## src/rtl/bus_arb_pkg.sv

```systemverilog
// Shared constants and types for the TileLink master-port arbiter.
// Requester indices, A-channel opcodes and the controller state encoding.
package bus_arb_pkg;

    localparam logic [1:0] REQ_IF   = 2'd0;
    localparam logic [1:0] REQ_DM   = 2'd1;
    localparam logic [1:0] REQ_PTW  = 2'd2;
    localparam logic [1:0] REQ_NONE = 2'd3;

    localparam logic [2:0] TL_GET          = 3'd4;
    localparam logic [2:0] TL_PUT_FULL     = 3'd0;
    localparam logic [2:0] TL_PUT_PARTIAL  = 3'd1;

    typedef enum logic [1:0] {
        IDLE = 2'd0,
        ADDR = 2'd1,
        RESP = 2'd2
    } arb_state_e;

    function automatic logic [2:0] req_onehot(input logic [1:0] idx);
        logic [2:0] oh;
        oh = 3'b000;
        case (idx)
            REQ_IF:  oh = 3'b001;
            REQ_DM:  oh = 3'b010;
            REQ_PTW: oh = 3'b100;
            default: oh = 3'b000;
        endcase
        return oh;
    endfunction

    function automatic logic is_put(input logic [2:0] opcode);
        return (opcode == TL_PUT_FULL) || (opcode == TL_PUT_PARTIAL);
    endfunction

endpackage

```

## src/rtl/tl_beat_calc.sv

```systemverilog
// Combinational TileLink a_size -> bus beat count for a DATA_BYTES-wide beat.
// Sizes needing more beats than the output can express saturate to all-ones.
module tl_beat_calc #(
    parameter int unsigned DATA_BYTES = 8,
    parameter int unsigned SIZE_W     = 4
) (
    input  logic [SIZE_W-1:0] size,
    output logic [SIZE_W:0]   beats
);

    localparam int unsigned LG_BYTES = $clog2(DATA_BYTES);
    localparam int unsigned BW       = SIZE_W + 1;

    logic [31:0] size_ext;
    logic [31:0] shift;

    always_comb begin
        size_ext = 32'(size);
        shift    = 32'd0;
        beats    = BW'(1);
        if (size_ext > LG_BYTES) begin
            shift = size_ext - LG_BYTES;
            if (shift >= BW) begin
                beats = '1;
            end else begin
                beats = BW'(1) << shift;
            end
        end
    end

endmodule

```

## src/rtl/bus_arbiter_ctl.sv

```systemverilog
// Grant sequencer for the shared TileLink master port: fixed priority ptw > dmem > fetch,
// with fetch aging, holding the grant across every A and D beat of a transaction.
module bus_arbiter_ctl
    import bus_arb_pkg::*;
#(
    parameter int unsigned DATA_BYTES = 8,
    parameter int unsigned SIZE_W     = 4,
    parameter int unsigned STARVE_MAX = 4
) (
    input  logic              clk,
    input  logic              rst_n,
    input  logic [2:0]        req,
    input  logic              a_valid,
    input  logic              a_ready,
    input  logic [2:0]        a_opcode,
    input  logic [SIZE_W-1:0] a_size,
    input  logic              d_valid,
    input  logic              d_ready,
    output logic [2:0]        grant,
    output logic [1:0]        owner,
    output logic              busy
);

    localparam int unsigned BW       = SIZE_W + 1;
    localparam int unsigned STARVE_W = $clog2(STARVE_MAX + 2);

    localparam logic [BW-1:0]       BEAT_ONE   = BW'(1);
    localparam logic [STARVE_W-1:0] STARVE_LIM = STARVE_W'(STARVE_MAX);

    arb_state_e          state;
    logic [BW-1:0]       a_beats;
    logic [BW-1:0]       d_beats;
    logic                a_seen;
    logic [STARVE_W-1:0] starve_cnt;

    logic                a_fire;
    logic                d_fire;
    logic                owner_req;
    logic [BW-1:0]       size_beats;
    logic [1:0]          win;

    assign a_fire    = a_valid & a_ready;
    assign d_fire    = d_valid & d_ready;
    assign owner_req = |(req & grant);

    tl_beat_calc #(
        .DATA_BYTES (DATA_BYTES),
        .SIZE_W     (SIZE_W)
    ) u_beat_calc (
        .size  (a_size),
        .beats (size_beats)
    );

    // Aged fetch overrides the fixed priority order.
    always_comb begin
        win = REQ_NONE;
        if (req[0] && (starve_cnt == STARVE_LIM)) begin
            win = REQ_IF;
        end else if (req[2]) begin
            win = REQ_PTW;
        end else if (req[1]) begin
            win = REQ_DM;
        end else if (req[0]) begin
            win = REQ_IF;
        end
    end

    always_ff @(posedge clk) begin
        if (!rst_n) begin
            state      <= IDLE;
            grant      <= 3'b000;
            owner      <= REQ_NONE;
            busy       <= 1'b0;
            a_beats    <= '0;
            d_beats    <= '0;
            a_seen     <= 1'b0;
            starve_cnt <= '0;
        end else begin
            unique case (state)
                IDLE: begin
                    if (!req[0] || (win == REQ_IF)) begin
                        starve_cnt <= '0;
                    end else if (starve_cnt != STARVE_LIM) begin
                        starve_cnt <= starve_cnt + STARVE_W'(1);
                    end
                    if (req != 3'b000) begin
                        state  <= ADDR;
                        grant  <= req_onehot(win);
                        owner  <= win;
                        busy   <= 1'b1;
                        a_seen <= 1'b0;
                    end
                end

                ADDR: begin
                    if (a_fire) begin
                        if (!a_seen) begin
                            if (a_opcode == TL_GET) begin
                                d_beats <= size_beats;
                                state   <= RESP;
                            end else if (is_put(a_opcode) && (size_beats != BEAT_ONE)) begin
                                // First beat already accepted; keep the remainder.
                                a_beats <= size_beats - BEAT_ONE;
                                a_seen  <= 1'b1;
                            end else begin
                                d_beats <= BEAT_ONE;
                                state   <= RESP;
                            end
                        end else if (a_beats == BEAT_ONE) begin
                            a_beats <= '0;
                            d_beats <= BEAT_ONE;
                            state   <= RESP;
                        end else begin
                            a_beats <= a_beats - BEAT_ONE;
                        end
                    end else if (!a_seen && !owner_req) begin
                        state <= IDLE;
                        grant <= 3'b000;
                        owner <= REQ_NONE;
                        busy  <= 1'b0;
                    end
                end

                RESP: begin
                    if (d_fire) begin
                        if (d_beats == BEAT_ONE) begin
                            state   <= IDLE;
                            grant   <= 3'b000;
                            owner   <= REQ_NONE;
                            busy    <= 1'b0;
                            d_beats <= '0;
                            a_seen  <= 1'b0;
                        end else begin
                            d_beats <= d_beats - BEAT_ONE;
                        end
                    end
                end

                default: begin
                    state <= IDLE;
                    grant <= 3'b000;
                    owner <= REQ_NONE;
                    busy  <= 1'b0;
                end
            endcase
        end
    end

endmodule

```

## config.mk

```make
export PLATFORM = sky130hd
export DESIGN_NAME = bus_arbiter_ctl
export DESIGN_NICKNAME = d
export VERILOG_FILES = /design/src/rtl/bus_arb_pkg.sv /design/src/rtl/tl_beat_calc.sv /design/src/rtl/bus_arbiter_ctl.sv
export SDC_FILE = /design/constraint.sdc
export NUM_CORES = 1
export LEC_CHECK = 0
export ABC_AREA = 1
export ABC_CLOCK_PERIOD_IN_PS = 1900
export BUFFER_PORTS_ARGS = -buffer_cell sky130_fd_sc_hd__buf_2
export CAP_MARGIN = 20
export CORE_UTILIZATION = 40
export DETAILED_ROUTE_END_ITERATION = 8
export PLACE_DENSITY = 0.71
export SETUP_SLACK_MARGIN = 0.2
export SYNTH_ARGS = -nofsm -noshare
export SYNTH_HDL_FRONTEND = slang
export SYNTH_SLANG_ARGS = --single-unit
```

## constraint.sdc

```tcl
create_clock -name clk -period 1.9 [get_ports clk]
set_clock_uncertainty 0.1 [all_clocks]
set_input_delay 0.19 -clock clk [delete_from_list [all_inputs] [get_ports clk]]
set_output_delay 0.19 -clock clk [all_outputs]
set_load 0.005 [all_outputs]
```

---- Yosys cells after proc, flatten, opt, wreduce, memory -nomap -nowiden ----
Index checks and enable logic that the tools add are counted.
cells by class
  order comparisons ....................... 2
  shifts and indexed selects .............. 1
  add/subtract/negate cells ............... 5
  reduce and logical (&&, ||, !) cells .... 23
  bitwise gates (word level) .............. 3
  eq/ne operators ......................... 23
  muxes and demuxes ....................... 55
operators by type and width
  operator                count
  $mux W5                 13
  $mux W2                 18
  $ge A32 B3 Y1 const B   1
  $shl A1 B32 Y5 const A  1
  $mux W3                 7
  $pmux W3 S3             2
  $reduce_and A5 Y1       3
  $sub A5 B1 Y5 const B   3
  $ne A2 B2 Y1 const B    7
  $pmux W2 S3             2
  $eq A5 B1 Y1 const B    2
  $mux W1                 10
  $pmux W5 S2             1
  $ne A3 B3 Y1 const B    3
  $ne A4 B4 Y1 const B    2
  $eq A3 B3 Y1 const B    2
  $pmux W1 S3             2
  $reduce_and A6 Y1       1
  $reduce_bool A2 Y1      3
  $reduce_bool A3 Y1      2
  $ne A5 B1 Y1 const B    1
  $ne A5 B5 Y1 const B    1
  $sub A4 B2 Y5 const B   1
  $eq A2 B1 Y1 const B    2
  14 further kinds        22
storage, ports and cells
  output and inout port bits .............. 6
  word-level logic and storage cells ...... 120
  bits of input ports ..................... 16
  register bits after elaboration ......... 22

---- Longest topological paths before layout ----
  depth after elaboration ................. 11
  gate-level depth with buffers ........... 17
  gate-level depth less buffers ........... 17

---- Modules after synthesis ----
Synthesis repeated with hierarchy kept, for this count alone.
unflattened totals
  cell total of the unflattened synthesis .. 271
  area total of the unflattened synthesis .. 1717.9 um^2
modules (own cells, without submodules)
  module           cells each  times used  area each (um^2)  seq. area each (um^2)
  bus_arbiter_ctl  227         1           1486.4            440.4
  tl_beat_calc     44          1           231.5             0.0

---- Least setup slack after synthesis ----
Ideal clock, no wire load.
  path kind ............................... input port to flip-flop
  start ................................... input port a_size[0]
  end ..................................... register a_beats[2]
  path slack .............................. -0.046 ns
  library setup time ...................... 0.115 ns
  path buffers ............................ 0
  stages on the path ...................... 15
  data arrival time ....................... 1.731 ns
  data required time ...................... 1.685 ns
  cells stage by stage .................... ha_1 nand3_1 nand2_4 nor2_8 nand2_1 nor2_2 inv_1 ha_1 a21boi_1 nand2_2 nand2_2 nand2_4 nand2_4 o21ai_1 nor2_1
on the way
  word-level cells in the longest chain between the ends .. 8
  elaborated cells between the ends (all ways) .. 14
  classes of those cells .................. add/sub (2); order compare (2); eq/ne (1); shift (1); mux (5); reduce/logical (3)
RTL lines
  what                                             line                                            RTL
  start: declaration                               bus_arbiter_ctl.sv:16                           input logic [SIZE_W-1:0] a_size,
  $sub A4 B2 Y5                                    tl_beat_calc.sv:22                              shift = size_ext - LG_BYTES;
  $ge A32 B3 Y1 or $shl A1 B32 Y5 (tied branches)  tl_beat_calc.sv:23, tl_beat_calc.sv:26
  $mux W5                                          tl_beat_calc.sv:23                              if (shift >= BW) begin
  $mux W5 *                                        tl_beat_calc.sv:21                              if (size_ext > LG_BYTES) begin
  $sub A5 B1 Y5 or $ne A5 B1 Y1 (tied branches)    bus_arbiter_ctl.sv:103, bus_arbiter_ctl.sv:101
  $mux W5 or $logic_and A1 B1 Y1 (tied branches)   bus_arbiter_ctl.sv:101                          end else if (is_put(a_opcode) && (size_beats != BEAT_ONE)) begin
  $mux W5 or $reduce_bool A2 Y1 (tied branches)    n/a
  $mux W5 or $reduce_and A4 Y1 (tied branches)     n/a
  end signal: assignment                           bus_arbiter_ctl.sv:103                          a_beats <= size_beats - BEAT_ONE;
  end signal: assignment                           bus_arbiter_ctl.sv:114                          a_beats <= a_beats - BEAT_ONE;
  end: declaration                                 bus_arbiter_ctl.sv:31                           logic [BW-1:0] a_beats;
Mark *: on every way between the ends. The rest lies on a longest branch, timed or not. The select of a mux whose other input is x is not followed.
A chain may end at the register's enable or synchronous reset.

---- Final worst setup path ----
  start ................................... input port a_size[0]
  end ..................................... register a_beats[4]
Same word-level chain as after synthesis.

==> impl_metrics.json <==
{
  "netlist.area_leader.share": 0.2685,
  "avgRoutedWirePerCell_um": 10.63,
  "cts_tree": "built",
  "hold_viol_final": 0,
  "ys_warn_count": 0,
  "drive_above_1_share": 0.3367,
  "grt_max_degree": 14,
  "setup_slack_ns": 0.1528,
  "hold_start": "rst_n",
  "drt_iter0_markers": 96,
  "vias": 1631,
  "core_area_sq_um": 3799,
  "syn_avg_cell_area_sq_um": 6.509,
  "antenna_cells": 0,
  "drtAntennaViolNets": 0,
  "period_minus_slack_ns": 1.747,
  "fin_cells": 342,
  "hold_buffers": 0,
  "critical_path_arrival_ns": 1.81,
  "yosys_register_bits": 22,
  "end_kind": "register",
  "start_util": 0.4318,
  "p_leak_nw": 1.050,
  "rows": 22,
  "power.density_nw_per_um2": 969.5,
  "grt_overflow_total": 0,
  "die_x_um": 66.04,
  "max_freq_mhz": 572.3,
  "synth_top_cell_by_area": "dfxtp_1",
  "holdWs_ns": 0.1468,
  "clk_pin_slew_ns": 0.08,
  "ir_drop_mv": 0.7887,
  "critical_path_class": "input pin to register",
  "rsz0062_at_grt": "yes",
  "pre_cts_ws_ns": -0.1558,
  "die_y_um": 66.04,
  "startpoint_type": "input pin",
  "placed_cells": 334,
  "critPathSlowestCell": "ha_4",
  "required_ns": 1.96,
  "clkSinkCount": 22,
  "reg2reg_depth": 11,
  "cp_max_fo": 8,
  "hold_depth": 2,
  "final_common_cell": "nand2_1",
  "clk_path_buf_depth": 2,
  "critPathMaxStageDelay_ns": 0.17,
  "die_area_sq_um": 4361,
  "nNetsFinal": 322,
  "insertion_delay_ns": 0.26,
  "power_w": 0.002094,
  "synth_cell_types": 31,
  "grt_pass1_wl_um": 6265,
  "fill_cells": 366,
  "grt_pass1_vias": 1470,
  "relSlewSlack": 0.7662,
  "reg2reg_from": "d_beats[1]$_SDFFE_PN0P_",
  "path_cells": "buf_8 > ha_4 > inv_4 > nand2_4 > nand2_4 > nor2_8 > nand2_2 > nor2_4 > inv_2 > ha_4 > a21boi_2 > nand2_2 > nand2_2 > nand2_4 > nand2_8 > nor2_1 > nor2_2",
  "drc": 0,
  "numCtsBuffers": 3,
  "htreeDepth": 1,
  "outcome": "completed",
  "maxCapViolCount": 0,
  "syn_area_sq_um": 1640,
  "port-buffer-count": 21,
  "setup_viol": 0,
  "drt-pass1-iter-count": 4,
  "io_pins": 22,
  "path_buf_inv": 3,
  "syn_nets": 279,
  "min_path_type": "input pin to register",
  "wirelength_um": 3634,
  "yosysSeqAreaShare": 0.2685,
  "layout.area.seq_sq_um": 444.2,
  "syn_inst": 252,
  "final_cell_mix": "64 x nand2_1, 27 x nor2_1, 24 x inv_1",
  "reg2reg_to": "state[0]$_SDFFE_PN0P_",
  "synth_edf_count": 0,
  "synth_ff_type": "dfxtp_1",
  "tightest_slew_ns": 0.3474,
  "cpLargestDelayFamily": "simple AND/OR/NAND/NOR gates",
  "drv_slew": 0,
  "hpwl_um": 2775,
  "ctsRootBufferMaster": "clkbuf_8",
  "gp_congestion": 0.9191,
  "period_share": 0.9196,
  "multi_input_area_sq_um": 1194,
  "synthTopCellsByArea": "dfxtp_1 27%, nand2_1 16%, ha_1 8.4%",
  "via_per_inst": 4.769,
  "reg2reg_slack_ns": 0.26,
  "antenna_found_initial": 0,
  "grt_usage": 0.1812,
  "area.growth.synth_to_final_pct": 31.66,
  "holdPathEnd": "owner[1]$_SDFFE_PN1P_",
  "async_reset_ff_frac": 0
}
==> logic make-up (layout without fill, tap and decap cells) <==
family,after synthesis,count (layout),share of synthesized area
xor gates and xnor gates,8,8,0.04272
buffers and inverters,36,78,0.08467
AOI/OAI and AO/OA,36,36,0.1251
and+or+nand+nor,139,139,0.3951
adders and majority gates,11,11,0.08390
DFF,22,22,0.2685
==> registers in the layout, summed over array words and instances (netlist names) <==
| signal | cells |
|---|---|
| a_seen | 1 |
| d_beats | 5 |
| state | 2 |
| owner | 2 |
| grant | 3 |
| a_beats | 5 |
| busy | 1 |
| starve_cnt | 3 |
==> final cells by class <==
| type | count | share of cell area |
|---|---|---|
| timing repair buffer | 39 | 0.1188 |
| inverter | 35 | 0.06199 |
| multi-input combinational | 194 | 0.5527 |
| sequential | 22 | 0.2057 |
| clock inverter | 1 | 0.01390 |
| tap | 48 | 0.02781 |
| clock buffer | 3 | 0.01912 |
==> worst reg2reg max path: stages, from the launching register on <==
cell,delay [ns]
dfxtp_1,0.31
inv_2,0.07
ha_1,0.14
nand3_1,0.08
nand2_1,0.08
nand2_1,0.07
nor2_2,0.12
inv_2,0.06
a221oi_2,0.16
nand2_1,0.12
o21ai_1,0.17
inv_1,0.06
==> per-stage QoR <==
step | setup TNS, ns | utilization | area (sq um)
2_1_floorplan | 0 | - | 1684
3_3_place_gp | -0.7435 | 0.5125 | 1947
3_5_place_dp | -1.380 | 0.5125 | 1947
4_1_cts | 0 | 0.5408 | 2054
5_1_grt | 0 | 0.5685 | 2160
6_report | 0 | 0.5685 | 2160
==> synth_stat cells (2+ instances only) <==
cell,n
nand2_1,72
nor2_1,33
inv_1,31
dfxtp_1,22
a21oi_1,13
nand3_1,12
ha_1,11
o21ai_0,8
nand2_2,7
o22ai_1,6
xor2_1,5
inv_2,3
nand2_4,3
nor2_2,3
o21ai_1,3
xnor2_1,3
nor2_4,2
o21ai_2,2
==> repair_timing <==
item,in CTS,in global routing
buffers inserted,0,4
gates resized for setup,12,23
setup endpoints to repair,13,18
pin swaps,5,17
==> power breakdown <==
group | leakage [nW] | total, W | internal, W | switching, W
Clock | 0.0357 | 0.000436 | 0.000281 | 0.000155
Combinational | 0.833 | 0.00102 | 0.000428 | 0.000591
Sequential | 0.181 | 0.000639 | 0.000564 | 0.0000750
Total | 1.05 | 0.00209 | 0.00127 | 0.000821
==> how the worst max path moves through the flow <==
stage / from / to / depth (start not counted)
CTS: a_size[1] / a_beats[4]$_SDFFE_PN0P_ / 18
floorplan: a_size[0] / a_beats[2]$_SDFFE_PN0P_ / 16
global placement: a_size[0] / a_beats[2]$_SDFFE_PN0P_ / 17
finish: a_size[0] / a_beats[4]$_SDFFE_PN0P_ / 17
global route: a_size[0] / a_beats[3]$_SDFFE_PN0P_ / 18
detailed placement: a_size[0] / a_beats[2]$_SDFFE_PN0P_ / 17
==> metal layers <==
metal / up-vias / wire length, um / track usage
met3: 4 / 87 / 0.02759
met4: 0 / 19 / 0.02926
met5: - / 0 / 0
met2: 20 / 1629 / 0.2844
li1: 883 / - / -
met1: 724 / 1898 / 0.2628
(Power assumes the default switching activity.)
